## config.mk

```make
export PLATFORM = sky130hd
export DESIGN_NAME = matrix_a_feeder_flat
export DESIGN_NICKNAME = d
export VERILOG_FILES = /design/src/rtl/matrix_a_feeder_if.sv /design/src/rtl/matrix_a_feeder.sv /design/src/flat_wrapper.sv
export SDC_FILE = /design/constraint.sdc
export NUM_CORES = 1
export LEC_CHECK = 0
export CAP_MARGIN = 15
export CORE_MARGIN = 2
export CORE_UTILIZATION = 45
export DETAILED_ROUTE_END_ITERATION = 8
export PLACE_DENSITY = 0.68
export SYNTH_ARGS = -nofsm -noshare
export SYNTH_HDL_FRONTEND = slang
export SYNTH_SLANG_ARGS = --single-unit
```

## constraint.sdc

```tcl
create_clock -name clk -period 2.8 [get_ports clk]
set_input_delay 0.42 -clock clk [delete_from_list [all_inputs] [get_ports clk]]
set_output_delay 0.42 -clock clk [all_outputs]
set_load 0.02 [all_outputs]
```

## src/rtl/matrix_a_feeder_if.sv

```systemverilog
// Load/feed bus of the A-operand feeder: row-wide load port in, skewed
// per-row feed port out toward the left edge of the PE grid.
interface matrix_a_feeder_if #(
  parameter int DATA_WIDTH = 8,
  parameter int ARRAY_W    = 5,
  parameter int ARRAY_L    = 2
);
  logic                          load_valid;
  logic                          load_ready;
  logic [ARRAY_L*DATA_WIDTH-1:0] load_row;
  logic [ARRAY_W*DATA_WIDTH-1:0] feed_data;
  logic [ARRAY_W-1:0]            feed_valid;

  modport master (
    output load_valid, load_row,
    input  load_ready, feed_data, feed_valid
  );

  modport slave (
    input  load_valid, load_row,
    output load_ready, feed_data, feed_valid
  );
endinterface

```

## src/rtl/matrix_a_feeder.sv

```systemverilog
// A-operand feeder: buffers an ARRAY_W x ARRAY_L matrix and streams it with
// diagonal skew. Optional replay mode: define MATRIX_FEEDER_REPLAY_EN.
module matrix_a_feeder_lane #(
  parameter int DATA_WIDTH = 8,
  parameter int ARRAY_L    = 2,
  parameter int KW         = 1,
  parameter int ROW        = 0
) (
  input  logic                          clk,
  input  logic                          reset_n,
  input  logic                          step_en,
  input  logic [KW-1:0]                 step,
  input  logic [ARRAY_L*DATA_WIDTH-1:0] row,
  output logic [DATA_WIDTH-1:0]         data,
  output logic                          valid
);
  logic [DATA_WIDTH-1:0] data_nx;
  logic                  valid_nx;

  // Row ROW shows column c at step ROW+c; outside that window the slot is idle.
  always_comb begin
    data_nx  = '0;
    valid_nx = 1'b0;
    if (step_en) begin
      for (int j = 0; j < ARRAY_L; j++) begin
        if (step == KW'(ROW + j)) begin
          data_nx  = row[j*DATA_WIDTH +: DATA_WIDTH];
          valid_nx = 1'b1;
        end
      end
    end
  end

  always_ff @(posedge clk or negedge reset_n) begin
    if (!reset_n) begin
      data  <= '0;
      valid <= 1'b0;
    end else begin
      data  <= data_nx;
      valid <= valid_nx;
    end
  end
endmodule

module matrix_a_feeder #(
  parameter int DATA_WIDTH = 8,
  parameter int ARRAY_W    = 5,
  parameter int ARRAY_L    = 2
) (
  input  logic clk,
  input  logic reset_n,
  input  logic clear,
  input  logic start,
  output logic busy,
  output logic full,
  output logic done,
`ifdef MATRIX_FEEDER_REPLAY_EN
  output logic [7:0] replay_count,
`endif
  matrix_a_feeder_if.slave bus
);
  localparam int STEPS = ARRAY_L + ARRAY_W - 1;
  localparam int PW    = (ARRAY_W > 1) ? $clog2(ARRAY_W) : 1;
  localparam int KW    = (STEPS > 1) ? $clog2(STEPS) : 1;
  localparam logic [PW-1:0] LAST_ROW = PW'(ARRAY_W - 1);
  localparam logic [KW-1:0] LAST_K   = KW'(STEPS - 1);

  typedef enum logic [1:0] {IDLE, LOAD, FULL, FEED} state_t;

  state_t        state, state_nx;
  logic [PW-1:0] row_ptr, ptr_nx;
  logic [KW-1:0] k, k_nx;
  logic          done_nx;
  logic          wr_en;
  logic          step_en;
  logic [KW-1:0] step;

  logic [ARRAY_W-1:0][ARRAY_L*DATA_WIDTH-1:0] mem;
  logic [ARRAY_W-1:0][DATA_WIDTH-1:0]         lane_data;
  logic [ARRAY_W-1:0]                         lane_vld;

  assign bus.load_ready = (state == IDLE) || (state == LOAD);
  assign busy           = (state == FEED);
  assign full           = (state == FULL);
  assign wr_en          = bus.load_valid && bus.load_ready && !clear;

  always_ff @(posedge clk or negedge reset_n) begin
    if (!reset_n) begin
      state   <= IDLE;
      row_ptr <= '0;
      k       <= '0;
      done    <= 1'b0;
    end else begin
      state   <= state_nx;
      row_ptr <= ptr_nx;
      k       <= k_nx;
      done    <= done_nx;
    end
  end

  // step/step_en select what the lane registers show next cycle, so the
  // feed output for step k is visible while the FSM sits at step k.
  always_comb begin
    state_nx = state;
    ptr_nx   = row_ptr;
    k_nx     = k;
    done_nx  = 1'b0;
    step_en  = 1'b0;
    step     = '0;
    if (clear) begin
      state_nx = IDLE;
      ptr_nx   = '0;
      k_nx     = '0;
    end else begin
      case (state)
        IDLE, LOAD: begin
          if (wr_en) begin
            if (row_ptr == LAST_ROW) begin
              ptr_nx   = '0;
              state_nx = FULL;
            end else begin
              ptr_nx   = row_ptr + 1'b1;
              state_nx = LOAD;
            end
          end
        end
        FULL: begin
          if (start) begin
            state_nx = FEED;
            k_nx     = '0;
            step_en  = 1'b1;
          end
        end
        FEED: begin
          if (k == LAST_K) begin
`ifdef MATRIX_FEEDER_REPLAY_EN
            state_nx = FULL;
`else
            state_nx = IDLE;
`endif
            k_nx    = '0;
            done_nx = 1'b1;
          end else begin
            k_nx    = k + 1'b1;
            step_en = 1'b1;
            step    = k + 1'b1;
          end
        end
        default: state_nx = IDLE;
      endcase
    end
  end

  always_ff @(posedge clk or negedge reset_n) begin
    if (!reset_n) mem <= '0;
    else if (wr_en) mem[row_ptr] <= bus.load_row;
  end

`ifdef MATRIX_FEEDER_REPLAY_EN
  always_ff @(posedge clk or negedge reset_n) begin
    if (!reset_n)                          replay_count <= '0;
    else if (clear || wr_en)               replay_count <= '0;
    else if (done_nx && replay_count != 8'hFF) replay_count <= replay_count + 8'd1;
  end
`endif

  for (genvar i = 0; i < ARRAY_W; i++) begin : g_lane
    matrix_a_feeder_lane #(
      .DATA_WIDTH(DATA_WIDTH),
      .ARRAY_L   (ARRAY_L),
      .KW        (KW),
      .ROW       (i)
    ) u_lane (
      .clk    (clk),
      .reset_n(reset_n),
      .step_en(step_en),
      .step   (step),
      .row    (mem[i]),
      .data   (lane_data[i]),
      .valid  (lane_vld[i])
    );
  end

  assign bus.feed_data  = lane_data;
  assign bus.feed_valid = lane_vld;
endmodule

```

## src/flat_wrapper.sv

```systemverilog
// flat-port wrapper written by rule: the top's interface ports become plain ports
module matrix_a_feeder_flat 
#(
  parameter int DATA_WIDTH = 8,
  parameter int ARRAY_W    = 5,
  parameter int ARRAY_L    = 2
)
  (clk, reset_n, clear, start, busy, full, done, bus_load_valid, bus_load_row, bus_load_ready, bus_feed_data, bus_feed_valid);
  matrix_a_feeder_if #(.DATA_WIDTH(DATA_WIDTH), .ARRAY_W(ARRAY_W), .ARRAY_L(ARRAY_L)) bus_i ();
  input  logic clk;
  input  logic reset_n;
  input  logic clear;
  input  logic start;
  output logic busy;
  output logic full;
  output logic done;
  input wire logic [$bits(bus_i.load_valid)-1:0] bus_load_valid;
  input wire logic [$bits(bus_i.load_row)-1:0] bus_load_row;
  output wire logic [$bits(bus_i.load_ready)-1:0] bus_load_ready;
  output wire logic [$bits(bus_i.feed_data)-1:0] bus_feed_data;
  output wire logic [$bits(bus_i.feed_valid)-1:0] bus_feed_valid;
  assign bus_i.load_valid = bus_load_valid;
  assign bus_i.load_row = bus_load_row;
  assign bus_load_ready = bus_i.load_ready;
  assign bus_feed_data = bus_i.feed_data;
  assign bus_feed_valid = bus_i.feed_valid;
  matrix_a_feeder #(.DATA_WIDTH(DATA_WIDTH), .ARRAY_W(ARRAY_W), .ARRAY_L(ARRAY_L)) u_core (.clk(clk), .reset_n(reset_n), .clear(clear), .start(start), .busy(busy), .full(full), .done(done), .bus(bus_i));
endmodule
```

After elaboration in Yosys (flattened, before gate mapping)
Index checks and enable logic that the tools add are counted.
W data, S select, Z words.
- add/subtract/negate cells: 2
- multiply operators: 0
- divide/modulo/power cells: 0
- magnitude comparators: 2
- equal/unequal tests: 13
- shift-type cells: 0
- mux-type cells: 56
- bitwise operators: 0
- reduce and logical (&&, ||, !) cells: 14
- operators with widths (cell ; number):
    $mux W8 ; 15
    $bwmux W80 ; 1
    $demux W16 S3 ; 1
    $mux W3 ; 9
    $mux W1 ; 21
    $mux W16 ; 1
    $eq A3 B3 Y1 const B ; 4
    $mux W2 ; 5
    $add A3 B1 Y3 const B ; 2
    $eq A3 B2 Y1 const B ; 2
    $ne A3 B2 Y1 const B ; 2
    $pmux W2 S3 ; 1
    $pmux W3 S2 ; 1
    $eq A2 B2 Y1 const B ; 2
    $lt A3 B4 Y1 const B ; 1
    $reduce_and A2 Y1 ; 2
    $reduce_bool A2 Y1 ; 2
    $eq A3 B1 Y1 const B ; 1
    $ge A3 B1 Y1 const B ; 1
    $logic_and A1 B1 Y1 ; 3
    $logic_not A3 Y1 ; 1
    $ne A3 B3 Y1 const B ; 1
    $reduce_and A3 Y1 ; 1
    $reduce_bool A3 Y1 ; 1
    6 further kinds ; 6
- flip-flop bits (word level): 134
- latch bits: 0
- bits in writable memories: 0
- ROM bits: 0
- input bits: 21
- output and inout bits: 49
- logic and storage cells: 106
- memories kept: 0

Depth between registers and ports, before layout
- depth after elaboration: 8
- gate-level depth with buffers: 7
- gate-level depth less buffers: 5

By module
A second synthesis with hierarchy kept.
- cells, all modules: 396
- area, all modules: 5529.1 um2
- modules (own cells, without submodules) (module ; instances ; cells an instance ; area each (um2) ; seq. area each (um2)):
    matrix_a_feeder ; 1 ; 233 ; 3548.4 ; 2227.1
    matrix_a_feeder_lane at u_core.g_lane[2].u_lane ... ; 2 ; 28 ; 370.4 ; 225.2
    matrix_a_feeder_lane at u_core.g_lane[3].u_lane ; 1 ; 39 ; 445.4 ; 225.2
    matrix_a_feeder_lane at u_core.g_lane[1].u_lane ; 1 ; 39 ; 430.4 ; 225.2
    matrix_a_feeder_lane at u_core.g_lane[0].u_lane ; 1 ; 29 ; 364.1 ; 225.2

Least setup slack after synthesis
OpenSTA, ideal clock, no wires.
- kind: register to register
- start point: register u_core.state[1]
- end point: register u_core.mem[53] in the netlist's numbering
- setup time: 0.125 ns
- arrival: 1.592 ns
- data required time: 2.675 ns
- setup slack: 1.083 ns
- stages on the path, launching flop included: 6
- buffers on the path: 2
- clock period less this slack: 1.717 ns
- path through: dfrtp_1 -> nor4b_4 -> and3_1 -> buf_4 -> buf_6 -> mux2_2
- word-level cells in the longest chain between the ends: 4
- elaborated cells on any way between the ends: 5
- those cells by class: eq/ne (1); reduce/logical (4)
- ends and longest elaborated chain (element ; line ; text):
    start: declaration ; matrix_a_feeder.sv:70 ; state_t state, state_nx;
    start signal: assignment ; matrix_a_feeder.sv:94 ; state <= state_nx;
    $eq A2 B1 Y1 / $logic_not A2 Y1 (equally long branches) ; matrix_a_feeder.sv:82 ; assign bus.load_ready = (state == IDLE) || (state == LOAD);
    $logic_or A1 B1 Y1 (*) ; matrix_a_feeder.sv:82 ;
    $logic_and A1 B1 Y1 (*) (2 in series) ; matrix_a_feeder.sv:85 ; assign wr_en = bus.load_valid && bus.load_ready && !clear;
    end signal: indexed assignment ; matrix_a_feeder.sv:156 ; else if (wr_en) mem[row_ptr] <= bus.load_row;
    end: declaration ; matrix_a_feeder.sv:78 ; logic [ARRAY_W-1:0][ARRAY_L*DATA_WIDTH-1:0] mem;
Every way passes the cells marked *; elsewhere a longest branch is shown, timed or not.
A chain may end at the register's enable or synchronous reset.

Worst setup path in the final report
- start point: register u_core.state[1]
- end point: output port busy
- word-level cells in the longest chain between the ends: 1
- ends and longest elaborated chain (element ; line ; text):
    $eq A2 B2 Y1 ; matrix_a_feeder.sv:83 ; assign busy = (state == FEED);
    end: declaration ; flat_wrapper.sv:14 ; output logic busy;
Every way passes these cells.

==> flow_summary.yaml <==
outcome:
  status: "completed"
sta:
  setup_ws_ns: 0.517
  rsz0062_at_grt: "no"
  relSlewSlack_pct: 50.4
  timing.fmax_mhz: 438
  finalCritPeriodShare_pct: 81.5
  finalMaxSlewViolations: 0
  finalSetupViolCount: 0
  finalHoldViolCount: 0
  fin_worst_skew_ns: 0.00811
  setup_tns_ns: 0
  worstMarginPinSlew_ns: 0.744
  finalCriticalPeriod_ns: 2.28
cells_and_area:
  final_util_pct: 58.4
  antenna_cells: 0
  n_fill_cell: 959
  drive_gt1_share_pct: 29.7
  synthToLayoutAreaGrowth_pct: 27.2
  instances_no_fill: 591
  fin_nets: 458
clock_tree:
  cts.sinks: 134
  clock_latency_ns: 0.41
  numCtsBuffers: 17
  clk_path_buf_depth: 2
  cts_tree: "done"
  htree_levels: 4
  cts_root_buffer: "clkbuf_16"
  cts_setup_buffers: 0
  path_clk_slew_ns: 0.06
  cts_hold_buf: 0
  ctsResizeCount: 0
synth:
  synth-edff-count: 0
  synthAdderAreaFrac_pct: 0.477
  synth_compound_area_share_pct: 9.09
  syn_area_um2: 5250
  synth_warnings: 0
  synth_top_family_by_area: "multiplexers"
  synth_top_area_share_pct: 63.9
  yosys.area_share.simple_pct: 5.96
  ys_top_cells_by_area: "dfrtp_1 (64%), mux2_2 (17%), a22o_1 (5.3%)"
  syn_area_per_cell_um2: 14.6
  synthMostInstantiatedCell: "dfrtp_1"
  async_flop_share_pct: 100
  synth_top_area_cell: "dfrtp_1"
  synth_commonest_cells: "dfrtp_1 (134), mux2_2 (81), a22o_1 (32)"
  post_synth_xor_area_fraction_pct: 0
  syn-instance-count: 360
  ys_seq_elements: 134
  ys_dominant_reg_cell: "dfrtp_1"
  synth_mux_area_share_pct: 17.4
  yosysUniqueCellTypes: 36
  syn-num-nets: 383
  seq_area_frac_synth_pct: 63.9
critical_path:
  slowest_delay_ns: 0.62
  startpoint_type: "flop"
  crit_path_max_fanout: 15
  worst-setup-path-type: "reg -> out"
  critical_path_buf_inv_count: 1
  worstSetupStartpoint: "u_core.state[1]$_DFFE_PN0P_"
  r2r_cells: 3
  r2r-end: "u_core.mem[47]$_DFFE_PN0P_"
  arrival_ns: 1.86
  r2r_start: "u_core.state[1]$_DFFE_PN0P_"
  crit_path_cell_trace: "and2_1, clkdlybuf4s50_1"
  cp-end-kind: "output pin"
  endpoint: "busy"
  cp_data_required_time_ns: 2.38
  cp_num_cells: 2
  cpLargestDelayFamily: "buffers and inverters"
  r2r_setup_slack_ns: 0.84
  cp_slowest_cell: "clkdlybuf4s50_1"
drt:
  vias: 3237
  drc: 0
  initialDrtViolationCount: 180
  viasPerCell: 5.48
  totalWireLength_um: 11000
  firstDrtPassIters: 4
  wire_per_inst_um: 18.7
  ant_nets: 0
floorplanning:
  die_w_um: 112
  die_height_um: 112
  row_count: 39
  ios: 70
  start_util_pct: 45.9
  coreArea_um2: 11400
  dieArea_um2: 12500
power:
  p_leak_nw: 3.06
  vdd_drop_max_v: 0.000495
  power_density_nw_per_um2: 745
global_route:
  antenna_found_initial: 0
  grt_max_degree: 59
  gr-total-overflow: 0
  grt_usage_pct: 18.6
  grt_pass1_wl_um: 17700
  grt_pass1_vias: 3307
flow_run:
  drv_cap: 0
hold_path:
  hp-class: "in -> async"
placed_design:
  gp_congestion: 0.810
  dp_hpwl_um: 7070
  io_buffers: 69
  placedCellCount: 559
  pre_cts_ws_ns: 0.283
-- registers in the layout, summed over array words and instances (netlist names) --
signal,count
u_core.g_lane.u_lane.data,40
u_core.g_lane.u_lane.valid,5
u_core.row_ptr,3
u_core.state,2
u_core.done,1
u_core.k,3
u_core.mem,80
-- through the flow --
stage | hold slack [ns] | total power [mW] | area (µm²)
after detailed placement | 0.470 | 2.70 | 6060
after global routing | 0.111 | 5.17 | 6670
after CTS | 0.0817 | 5.01 | 6670
after floorplan | 0.124 | 2.54 | 5250
after global placement | 0.465 | 2.67 | 6060
final | 0.0630 | 4.97 | 6670
-- worst register-to-register path, stage by stage, from the launching register on --
cell and delay (ns):
dfrtp_1 0.53, nor4b_4 0.45, nand3_2 0.43, mux2_2 0.44
-- power breakdown --
group          switching (mW)  total, mW  internal, mW
sequential              0.121       2.29          2.17
clock                   0.887       2.31          1.42
combinational           0.149      0.369         0.220
-- worst min path at each step --
stage | cells past startpoint | slack [ns] | endpoint
final | 1 | 0.06 | u_core.mem[20]$_DFFE_PN0P_
after global routing | 1 | 0.11 | u_core.g_lane[1].u_lane.data[0]$_DFF_PN0_
after floorplan | 0 | 0.12 | u_core.done$_DFF_PN0_
after CTS | 1 | 0.08 | u_core.g_lane[1].u_lane.data[0]$_DFF_PN0_
after detailed placement | 1 | 0.47 | u_core.g_lane[4].u_lane.data[4]$_DFF_PN0_
after global placement | 1 | 0.46 | u_core.g_lane[4].u_lane.data[6]$_DFF_PN0_
-- metal layers --
| layer | global-route usage, % | up-vias | part of all wire [%] |
|---|---|---|---|
| met5 | 0 | - | 0 |
| met4 | 7.32 | 0 | 1.5 |
| met3 | 5.12 | 16 | 4.2 |
| met2 | 29.2 | 79 | 49 |
| met1 | 24.7 | 1692 | 45 |
| li1 | - | 1450 | - |
-- cell usage in the layout (no fill, tap or decap), drive strengths merged, types with 2 or more instances in the layout --
cell type	synthesis	routed
a21o	2	2
a21oi	17	17
a22o	32	32
and2	2	2
and3	3	3
buf	17	12
bufinv	0	3
clkbuf	7	17
clkdlybuf4s50	0	68
clkinv	0	3
clkinvlp	0	3
dfrtp	134	134
ha	2	2
inv	4	10
mux2	81	81
nand2	6	6
nand2b	3	3
nand3	12	12
nand3b	4	4
nor2	10	10
o21ai	11	11
-- final cells by class --
cell class	count	area (µm²)	area share (%)
clock buffer	17	425	6.37
clock inverter	15	191	2.87
inverter	4	15.0	0.225
multi-input combinational	198	1730	25.9
sequential	134	3350	50.2
tap	143	179	2.68
timing repair buffer	80	783	11.7
-- logic make-up (layout without fill, tap and decap cells) --
kind of cell | Yosys count | count (layout)
AOI/OAI and AO/OA | 67 | 67
and+or+nand+nor | 48 | 48
muxes | 81 | 81
DFF | 134 | 134
buffers and inverters | 28 | 116
adders and majority gates | 2 | 2
Note: power is estimated with default switching activity, not from simulation.
